### src/rtl/bist_log_pkg.sv
// Shared types for the SRAM BIST fail logger.
// BIST_LOG_SYNDROME_EN adds the 16-bit read^expected syndrome to each entry.
package bist_log_pkg;

    localparam int LOG_ADDR_W = 18;
    localparam int LOG_DATA_W = 16;

    typedef logic [1:0] state_t;

    localparam state_t S_IDLE    = 2'd0;
    localparam state_t S_CAPTURE = 2'd1;
    localparam state_t S_DRAIN   = 2'd2;
    localparam state_t S_DONE    = 2'd3;

    typedef struct packed {
        logic [LOG_ADDR_W-1:0] address;
`ifdef BIST_LOG_SYNDROME_EN
        logic [LOG_DATA_W-1:0] syndrome;
`endif
    } log_entry_t;

endpackage

### src/rtl/bist_log_fifo.sv
// Small power-of-two FIFO with extra-MSB pointers and a combinational head.
// Entry width follows log_entry_t, so it shrinks without BIST_LOG_SYNDROME_EN.
module bist_log_fifo
    import bist_log_pkg::*;
#(
    parameter int  DEPTH   = 8,
    parameter type entry_t = log_entry_t
) (
    input  logic   clk,
    input  logic   rst,
    input  logic   clear,
    input  logic   push,
    input  logic   pop,
    input  entry_t wdata,
    output entry_t rdata,
    output logic   full,
    output logic   empty
);

    localparam int AW = $clog2(DEPTH);

    logic [AW:0] wr_ptr;
    logic [AW:0] rd_ptr;
    entry_t      mem [DEPTH];

    logic do_push;
    logic do_pop;

    assign do_push = push && !full && !clear;
    assign do_pop  = pop && !empty && !clear;

    always_ff @(posedge clk or posedge rst) begin
        if (rst) begin
            wr_ptr <= '0;
            rd_ptr <= '0;
        end else if (clear) begin
            wr_ptr <= '0;
            rd_ptr <= '0;
        end else begin
            if (do_push) wr_ptr <= wr_ptr + 1'b1;
            if (do_pop)  rd_ptr <= rd_ptr + 1'b1;
        end
    end

    always_ff @(posedge clk) begin
        if (do_push) mem[wr_ptr[AW-1:0]] <= wdata;
    end

    // Equal low bits: MSB decides whether the ring is full or empty.
    assign empty = (wr_ptr == rd_ptr);
    assign full  = (wr_ptr[AW] != rd_ptr[AW]) &&
                   (wr_ptr[AW-1:0] == rd_ptr[AW-1:0]);
    assign rdata = mem[rd_ptr[AW-1:0]];

endmodule

### src/rtl/sram_bist_fail_logger.sv
// Logs the first LOG_DEPTH BIST miscompares and drains them afterwards.
// BIST_LOG_SYNDROME_EN stores and presents the per-entry syndrome.
module sram_bist_fail_logger
    import bist_log_pkg::*;
#(
    parameter int LOG_DEPTH   = 8,
    parameter int COUNT_WIDTH = 18
) (
    input  logic                   Clock,
    input  logic                   Reset,
    input  logic                   BIST_start,
    input  logic                   BIST_finish,
    input  logic                   cmp_valid,
    input  logic [17:0]            cmp_address,
    input  logic [15:0]            cmp_read_data,
    input  logic [15:0]            cmp_expected_data,
    output logic                   log_valid,
    input  logic                   log_ready,
    output logic [17:0]            log_address,
    output logic [15:0]            log_syndrome,
    output logic [COUNT_WIDTH-1:0] log_count,
    output logic                   log_overflow,
    output logic                   log_done
);

    state_t     state;
    logic       start_buf;
    logic       finish_buf;
    logic       start_edge;
    logic       finish_edge;
    logic       mismatch;
    logic       fifo_full;
    logic       fifo_empty;
    logic       fifo_push;
    logic       fifo_pop;
    log_entry_t wr_entry;
    log_entry_t head;

    assign start_edge  = BIST_start & ~start_buf;
    assign finish_edge = BIST_finish & ~finish_buf;
    assign mismatch    = cmp_valid && (cmp_read_data != cmp_expected_data);

    // A coincident start edge wins and the mismatch is dropped.
    assign fifo_push = (state == S_CAPTURE) && mismatch && !start_edge;
    assign fifo_pop  = log_valid && log_ready && !start_edge;

    always_comb begin
        wr_entry         = '0;
        wr_entry.address = cmp_address;
`ifdef BIST_LOG_SYNDROME_EN
        wr_entry.syndrome = cmp_read_data ^ cmp_expected_data;
`endif
    end

    bist_log_fifo #(
        .DEPTH   (LOG_DEPTH),
        .entry_t (log_entry_t)
    ) u_fifo (
        .clk   (Clock),
        .rst   (Reset),
        .clear (start_edge),
        .push  (fifo_push),
        .pop   (fifo_pop),
        .wdata (wr_entry),
        .rdata (head),
        .full  (fifo_full),
        .empty (fifo_empty)
    );

    always_ff @(posedge Clock or posedge Reset) begin
        if (Reset) begin
            state        <= S_IDLE;
            start_buf    <= 1'b0;
            finish_buf   <= 1'b0;
            log_count    <= '0;
            log_overflow <= 1'b0;
        end else begin
            start_buf  <= BIST_start;
            finish_buf <= BIST_finish;
            if (start_edge) begin
                state        <= S_CAPTURE;
                log_count    <= '0;
                log_overflow <= 1'b0;
            end else begin
                case (state)
                    S_CAPTURE: begin
                        if (mismatch) begin
                            if (log_count != {COUNT_WIDTH{1'b1}})
                                log_count <= log_count + 1'b1;
                            if (fifo_full) log_overflow <= 1'b1;
                        end
                        if (finish_edge) state <= S_DRAIN;
                    end
                    S_DRAIN: begin
                        if (fifo_empty) state <= S_DONE;
                    end
                    default: ;
                endcase
            end
        end
    end

    assign log_valid   = (state == S_DRAIN) && !fifo_empty;
    assign log_done    = (state == S_DONE);
    assign log_address = head.address;
`ifdef BIST_LOG_SYNDROME_EN
    assign log_syndrome = head.syndrome;
`else
    assign log_syndrome = 16'd0;
`endif

endmodule

### config.mk
export PLATFORM = sky130hd
export DESIGN_NAME = sram_bist_fail_logger
export DESIGN_NICKNAME = d
export VERILOG_FILES = /design/src/rtl/bist_log_pkg.sv /design/src/rtl/bist_log_fifo.sv /design/src/rtl/sram_bist_fail_logger.sv
export SDC_FILE = /design/constraint.sdc
export NUM_CORES = 1
export LEC_CHECK = 0
export CELL_PAD_IN_SITES_DETAIL_PLACEMENT = 0
export CELL_PAD_IN_SITES_GLOBAL_PLACEMENT = 1
export CORE_MARGIN = 1.5
export CORE_UTILIZATION = 25
export CTS_BUF_LIST = sky130_fd_sc_hd__clkbuf_8
export CTS_CLUSTER_SIZE = 14
export DETAILED_ROUTE_END_ITERATION = 12
export GPL_ROUTABILITY_DRIVEN = 1
export MAX_ROUTING_LAYER = met4
export PLACE_DENSITY_LB_ADDON = 0.3
export SLEW_MARGIN = 20
export SYNTH_ARGS = -nofsm -noshare
export SYNTH_HDL_FRONTEND = slang
export SYNTH_SLANG_ARGS = --single-unit
### constraint.sdc
create_clock -name Clock -period 3.95 [get_ports Clock]
set_input_delay 0.395 -clock Clock [delete_from_list [all_inputs] [get_ports Clock]]
set_output_delay 0.395 -clock Clock [all_outputs]
set_load 0.02 [all_outputs]
==> results of run 1 <==
[placed cells by master (no fill, tap or decap), drive strengths merged, types with 5 or more instances in the layout]
cell           count
nand2             14
nand2b             7
nor2              15
o21ai             11
and2               5
nand4              9
and3               7
xor2              19
and4               5
mux4              36
clkbuf            17
clkdlybuf4s50     94
conb              16
inv                9
mux2              18
or3                7
or4                7
dfrtp             31
o31ai              6
clkinv             7
a21oi             15
nand3              7
nor4               6
edfxtp           144
buf               17
xnor2              5
o211ai             6
[state kept, by name, summed over array words and instances (netlist names)]
name           count
finish_buf         1
state              2
u_fifo.wr_ptr      4
u_fifo.mem       144
log_count         18
start_buf          1
u_fifo.rd_ptr      4
log_overflow       1
[worst max-delay path, cell delays in order, from the launching register on]
cell             delay [ps]
dfrtp_2                 780
buf_4                   340
mux4_2                  520
mux2_2                  280
clkdlybuf4s50_1         550
[power by group]
part           leakage, nW  total [mW]  internal [mW]  switching, mW
Clock                0.177        1.12          0.442          0.675
Sequential            1.72        2.21           2.11         0.0994
Combinational         1.17       0.918          0.477          0.441
[routing by layer]
layer / part of all wire, % / routed length (microns) / GRT usage (%) / up-vias
li1: - / - / - / 1982
met1: 44 / 7590 / 14.8 / 2226
met2: 50 / 8580 / 18.9 / 123
met3: 5.3 / 910 / 2.79 / 6
met4: 0.91 / 157 / 3.81 / 0
met5: 0 / 0 / - / -
[metrics by stage]
stage / std cells / worst slack, ps / total power, mW
2_1_floorplan: 467 / 534 / 2.80
3_3_place_gp: 930 / 1070 / 3.18
3_5_place_dp: 930 / 1030 / 3.19
4_1_cts: 962 / 504 / 4.33
5_1_grt: 963 / 427 / 4.47
6_report: 963 / 631 / 4.25
[worst max path at each step]
stage	startpoint	end	slack (ps)
2_1_floorplan	state[1]$_DFFE_PP0P_	u_fifo.mem[3][0]$_DFFE_PP_	530
3_3_place_gp	u_fifo.rd_ptr[0]$_DFFE_PP0P_	log_address[7]	1070
3_5_place_dp	u_fifo.rd_ptr[0]$_DFFE_PP0P_	log_address[7]	1030
4_1_cts	u_fifo.rd_ptr[0]$_DFFE_PP0P_	log_address[7]	500
5_1_grt	u_fifo.rd_ptr[0]$_DFFE_PP0P_	log_address[7]	430
6_report	u_fifo.rd_ptr[0]$_DFFE_PP0P_	log_address[7]	630
[final cells by class]
type,count,share of cell area (%)
clock inverter,15,1.19
clock buffer,17,2.51
tap,390,5.23
timing repair buffer,111,11.6
inverter,3,0.121
antenna,1,0.0268
sequential,175,54.6
multi-input combinational,251,24.7
[cells by family after synthesis]
| logic type | count (synthesis) | synth area share (%) |
|---|---|---|
| adder cells (fa/ha/maj) | 3 | 0.495 |
| other | 1 | 0.0495 |
| multiplexers | 58 | 13.9 |
| flip-flops | 175 | 67.3 |
| XOR/XNOR | 24 | 2.77 |
| AND/OR/NAND/NOR | 99 | 7.87 |
| AO/OA/AOI/OAI | 51 | 4.34 |
| buffers and inverters | 41 | 3.32 |
==> impl_table.tex, run 1 <==
\begin{tabular}{lr}
\hline
Metric & Value \\
\hline
\multicolumn{2}{l}{\textbf{Yosys}} \\
Primary flip-flop cell chosen by synthesis mapping & edfxtp\_1 \\
Average cell area after synthesis & 16.8 sq um \\
Ys Warns & 0 \\
Most common cell in the synthesized netlist & edfxtp\_1 \\
Part of the Yosys area used for sequential elements & 67.3\% \\
Number of enable-type register cells in the synthesized netlist & 144 \\
Number of standard cells after synthesis & 452 \\
Leading cell types by count after synthesis & edfxtp\_1, mux4\_2, dfrtp\_1 \\
Biggest area contributors in the synthesized netlist & edfxtp\_1, mux4\_2, dfrtp\_1 \\
Share of flip-flops with an asynchronous set or reset after synthesis & 17.7\% \\
Count of state elements after synthesis & 175 \\
Post-synth top area cell & edfxtp\_1 \\
Count of different cell masters after synthesis & 52 \\
Mapped Area & 7580 sq um \\
Area share of the largest cell type after synthesis & 57.0\% \\
\multicolumn{2}{l}{\textbf{Routing}} \\
DRC errors left & 0 \\
Wire per inst & 17.9 microns \\
Final wirelength & 17.2 mm \\
Vias per cell & 4.50 \\
Overall via count from detail\_route & 4337 \\
Total iterations of the first detailed-routing run & 4 \\
Detailed router's first-iteration violation count & 355 \\
Number of routed nets with antenna violations & 0 \\
\multicolumn{2}{l}{\textbf{STA}} \\
Maximum clock frequency & 301 MHz \\
Pin slew with the least headroom to its limit & 667 ps \\
Time the worst path needs with I/O delays and setup & 3320 ps \\
Final hold vios & 0 \\
Post-route fraction of the period consumed by the critical path & 84.0\% \\
RSZ-0062 raised after global routing & no \\
Number of pins exceeding their max-slew limit in the final report & 0 \\
Worst max-slew margin expressed relative to the limit & 55.5\% \\
Worst hold-check slack & 323 ps \\
Accumulated negative setup slack & 0 ps \\
Count of endpoints failing setup in the final report & 0 \\
Worst clock skew & 10.3 ps \\
\multicolumn{2}{l}{\textbf{Run}} \\
Max-capacitance violation count & 0 \\
\multicolumn{2}{l}{\textbf{Clock tree}} \\
TritonCTS clock tree & built \\
Clock latency at the later pin of the worst-skew pair & 460 ps \\
Number of buffers inserted for hold repair after clock tree synthesis & 0 \\
Number of gates resized after cts & 0 \\
Master cell of the clock root buffer & clkbuf\_8 \\
Number of clock sinks & 175 \\
Depth of the CTS H-tree & 4 \\
CTS buffer count & 17 \\
Maximum count of clock buffers along a single path & 2 \\
Clock-pin slew of the registers on the worst-case setup and hold paths & 90 ps \\
Post-CTS repair timing setup buffer count & 0 \\
\multicolumn{2}{l}{\textbf{Finish}} \\
Final Cell Area & 9340 sq um \\
Proportion of layout cells with a drive suffix above 1 & 19.8\% \\
Core Util, Final & 31.4\% \\
Number of inserted filler cells in the final layout & 2935 \\
FF+latch area & 5100 sq um \\
Area of the multi-input gates & 2310 sq um \\
Post-synthesis to final-layout area growth & 23.2\% \\
Net total in the final layout & 618 \\
\multicolumn{2}{l}{\textbf{Placed design}} \\
Placed instance area & 8990 sq um \\
Half-perimeter wire length after placement & 11.0 mm \\
Buffers on Ports & 94 \\
Final estimated routing congestion in global placement & 0.792 \\
\multicolumn{2}{l}{\textbf{Worst setup path}} \\
Slack of the worst reg-to-reg path & 1310 ps \\
Required time worst endpoint & 3560 ps \\
Data arrival time at the worst-slack endpoint & 2920 ps \\
Worst reg2reg startpoint & u\_fifo.rd\_ptr[0]\$\_DFFE\_PP0P\_ \\
Crit Path Category & reg -> out \\
Capturing element type of the critical path & output pin \\
Kind of start point of the critical path & flip-flop \\
R2R cell count & 6 \\
End of the worst register-to-register path & u\_fifo.mem[0][2]\$\_DFFE\_PP\_ \\
Worst Path Max Fanout & 18 \\
\multicolumn{2}{l}{\textbf{Hold path}} \\
Class of the most critical hold timing path & in -> async \\
\multicolumn{2}{l}{\textbf{GRT}} \\
Gr usage total & 11.8\% \\
First-pass GRT wire length & 26.5 mm \\
Via count of the first global-routing pass & 4565 \\
Largest net degree at the start of global routing & 31 \\
Antenna violations before repair & 1 \\
Total overflow reported by the global router & 0 \\
\multicolumn{2}{l}{\textbf{Power}} \\
Leakage & 3.06 nW \\
Maximum vdd drop & 0.217 mV \\
Power density over the cells & 455 nW/um\^{}2 \\
\multicolumn{2}{l}{\textbf{Floorplanning}} \\
I/O pin count & 111 \\
Overall die area & 31400 sq um \\
Chip height & 177 microns \\
Floorplan row count & 63 \\
Core Region & 29700 sq um \\
Initial cell density of the core & 25.5\% \\
DIE WIDTH & 177 microns \\
\multicolumn{2}{l}{\textbf{Status}} \\
Outcome & complete, no violations \\
\hline
\end{tabular}
(Power assumes the default switching activity.)
==> run 2: changes to the inputs <==
- clock period: 3.95 -> 3.2 ns (I/O delays scaled with it)
==> run 2 against run 1 <==
  * Sequential power rose by 22%
  * Power rose by 27%
  * Hold slack got worse by 92 ps
  * Critical endpoint is now log_address[16]
==> impl_table.tex, run 2 (synthesis results as in run 1) <==
\begin{tabular}{lr}
\hline
Metric & Value \\
\hline
\multicolumn{2}{l}{\textbf{Placed design}} \\
Final estimated routing congestion in global placement & 0.797 (+0.63\%) \\
Buffers on Ports & 94 (unchanged) \\
Half-perimeter wire length after placement & 10.6 mm (-3.5\%) \\
Placed instance count & 930 (unchanged) \\
\multicolumn{2}{l}{\textbf{Finish}} \\
Most frequent standard cell in the layout excluding fill and tap cells & edfxtp\_1 \\
Number of antenna cells inserted & 0 (-1) \\
Largest register FFs & 144 (unchanged) \\
Fin cells & 962 (-0.10\%) \\
Proportion of layout cells with a drive suffix above 1 & 20.3\% (+0.52 points) \\
Net total in the final layout & 618 (unchanged) \\
Most frequent cells in the layout & edfxtp\_1, clkdlybuf4s50\_1, mux4\_2, dfrtp\_1, xor2\_1 \\
Core Util, Final & 31.6\% (+0.19 points) \\
Post-synthesis to final-layout area growth & 23.9\% \\
\multicolumn{2}{l}{\textbf{Clock tree}} \\
Clock-pin slew of the registers on the worst-case setup and hold paths & 100 ps (about the same) \\
CTS buffer count & 17 (unchanged) \\
Clock latency at the later pin of the worst-skew pair & 460 ps (about the same) \\
TritonCTS clock tree & built \\
Maximum count of clock buffers along a single path & 2 (unchanged) \\
Post-CTS repair timing setup buffer count & 0 (unchanged) \\
Depth of the CTS H-tree & 4 (unchanged) \\
Number of buffers inserted for hold repair after clock tree synthesis & 0 (unchanged) \\
Master cell of the clock root buffer & clkbuf\_8 \\
Number of clock sinks & 175 (unchanged) \\
Number of gates resized after cts & 0 (unchanged) \\
\multicolumn{2}{l}{\textbf{Worst setup path}} \\
Cell at the slowest stage of the critical path & mux4\_2 \\
Capturing element type of the critical path & output pin \\
Worst reg2reg startpoint & u\_fifo.wr\_ptr[1]\$\_DFFE\_PP0P\_ \\
Timing startpoint of the critical path & u\_fifo.rd\_ptr[0]\$\_DFFE\_PP0P\_ \\
Data arrival time at the worst-slack endpoint & 2660 ps (-260 ps) \\
CP Cell Sequence & buf\_12 -> mux4\_2 -> mux2\_2 -> clkdlybuf4s50\_1 \\
Kind of start point of the critical path & flip-flop \\
Crit Path Category & reg -> out \\
Worst Path Max Fanout & 36 (+18) \\
R2R cell count & 6 (unchanged) \\
Slack of the worst reg-to-reg path & 910 ps (-400 ps) \\
Biggest cell delay along the critical path & 570 ps (-210 ps) \\
Required time worst endpoint & 2880 ps (-680 ps) \\
End of the worst register-to-register path & u\_fifo.mem[0][6]\$\_DFFE\_PP\_ \\
\multicolumn{2}{l}{\textbf{Floorplanning}} \\
I/O pin count & 111 (unchanged) \\
Core Region & 29700 sq um (unchanged) \\
DIE WIDTH & 177 microns (unchanged) \\
Floorplan row count & 63 (unchanged) \\
Overall die area & 31400 sq um (unchanged) \\
Chip height & 177 microns (unchanged) \\
Initial cell density of the core & 25.5\% (unchanged) \\
\multicolumn{2}{l}{\textbf{STA}} \\
RSZ-0062 raised after global routing & no \\
Worst clock skew & 15.6 ps (+5.23 ps) \\
Worst max-slew margin expressed relative to the limit & 53.4\% (-2.1 points) \\
Maximum clock frequency & 336 MHz \\
Final hold vios & 0 (unchanged) \\
Pin slew with the least headroom to its limit & 699 ps (+32.1 ps) \\
Count of endpoints failing setup in the final report & 0 (unchanged) \\
Post-route fraction of the period consumed by the critical path & 93.1\% \\
Number of pins exceeding their max-slew limit in the final report & 0 (unchanged) \\
Time the worst path needs with I/O delays and setup & 2980 ps \\
\multicolumn{2}{l}{\textbf{Routing}} \\
Final wirelength & 16.4 mm (-5.0\%) \\
Number of routed nets with antenna violations & 0 (unchanged) \\
DRC errors left & 0 (unchanged) \\
Vias per cell & 4.48 (-0.61\%) \\
Overall via count from detail\_route & 4306 (-0.71\%) \\
Wire per inst & 17.0 microns (-4.9\%) \\
Detailed router's first-iteration violation count & 299 (-16\%) \\
Total iterations of the first detailed-routing run & 7 (+3) \\
\multicolumn{2}{l}{\textbf{Status}} \\
Outcome & complete, no violations \\
\multicolumn{2}{l}{\textbf{Hold path}} \\
Class of the most critical hold timing path & in -> async \\
\multicolumn{2}{l}{\textbf{GRT}} \\
Gr usage total & 11.3\% (-0.51 points) \\
Total overflow reported by the global router & 0 (unchanged) \\
Largest net degree at the start of global routing & 40 (+29\%) \\
First-pass GRT wire length & 25.8 mm (-2.8\%) \\
Antenna violations before repair & 0 (-1) \\
Via count of the first global-routing pass & 4560 (-0.11\%) \\
\multicolumn{2}{l}{\textbf{Power}} \\
Power density over the cells & 572 nW/um\^{}2 (+26\%) \\
Leakage & 3.09 nW (+0.78\%) \\
Maximum vdd drop & 0.226 mV (+4.1\%) \\
\multicolumn{2}{l}{\textbf{Run}} \\
Max-capacitance violation count & 0 (unchanged) \\
\hline
\end{tabular}
## run 2: layer usage
metal	vias up	track usage (%)	part of all wire, %
li1	1989	-	-
met1	2194	14.7	47
met2	117	17.4	48
met3	6	2.53	4.1
met4	0	3.71	0.90
met5	-	-	0
## run 2: cell type report
type	count	area, sq um
Fill cell	2867	20300
Sequential cell	175	5100
Multi-Input combinational cell	251	2310
Timing Repair Buffer	111	1080
Tap cell	390	488
Clock buffer	17	234
Clock inverter	15	168
Inverter	3	11.3
## run 2: report_power, final
part	leakage [nW]	switching (mW)	internal [mW]
clock network	0.203	0.921	0.596
registers	1.72	0.0912	2.61
logic	1.17	0.571	0.586
total	3.09	1.58	3.79
## run 2: through the flow
step | area, sq um | hold slack [ps] | power (mW) | TNS (ps) | setup slack (ps)
CTS | 9390 | 223 | 5.45 | 0 | 147
floorplan | 7640 | 351 | 3.46 | -11170 | -216
detailed placement | 8990 | 562 | 3.93 | 0 | 319
global placement | 8990 | 549 | 3.91 | 0 | 341
global route | 9390 | 246 | 5.62 | 0 | 87.2
finish | 9390 | 231 | 5.37 | 0 | 222
## run 2: worst max-delay path, delay by kind of cell (launching register included)
kind | cells | cell delay, ps
mux | 2 | 870
buf+inv | 2 | 880
flops | 1 | 450
## run 2: how the worst max path moves through the flow
| stage | end | slack [ps] | cells after the start |
|---|---|---|---|
| 3_3_place_gp | u_fifo.mem[4][1]$_DFFE_PP_ | 340 | 8 |
| 6_report | log_address[16] | 220 | 4 |
| 3_5_place_dp | u_fifo.mem[0][4]$_DFFE_PP_ | 320 | 8 |
| 5_1_grt | log_address[10] | 90 | 4 |
| 4_1_cts | log_address[16] | 150 | 4 |
| 2_1_floorplan | u_fifo.mem[3][0]$_DFFE_PP_ | -220 | 4 |
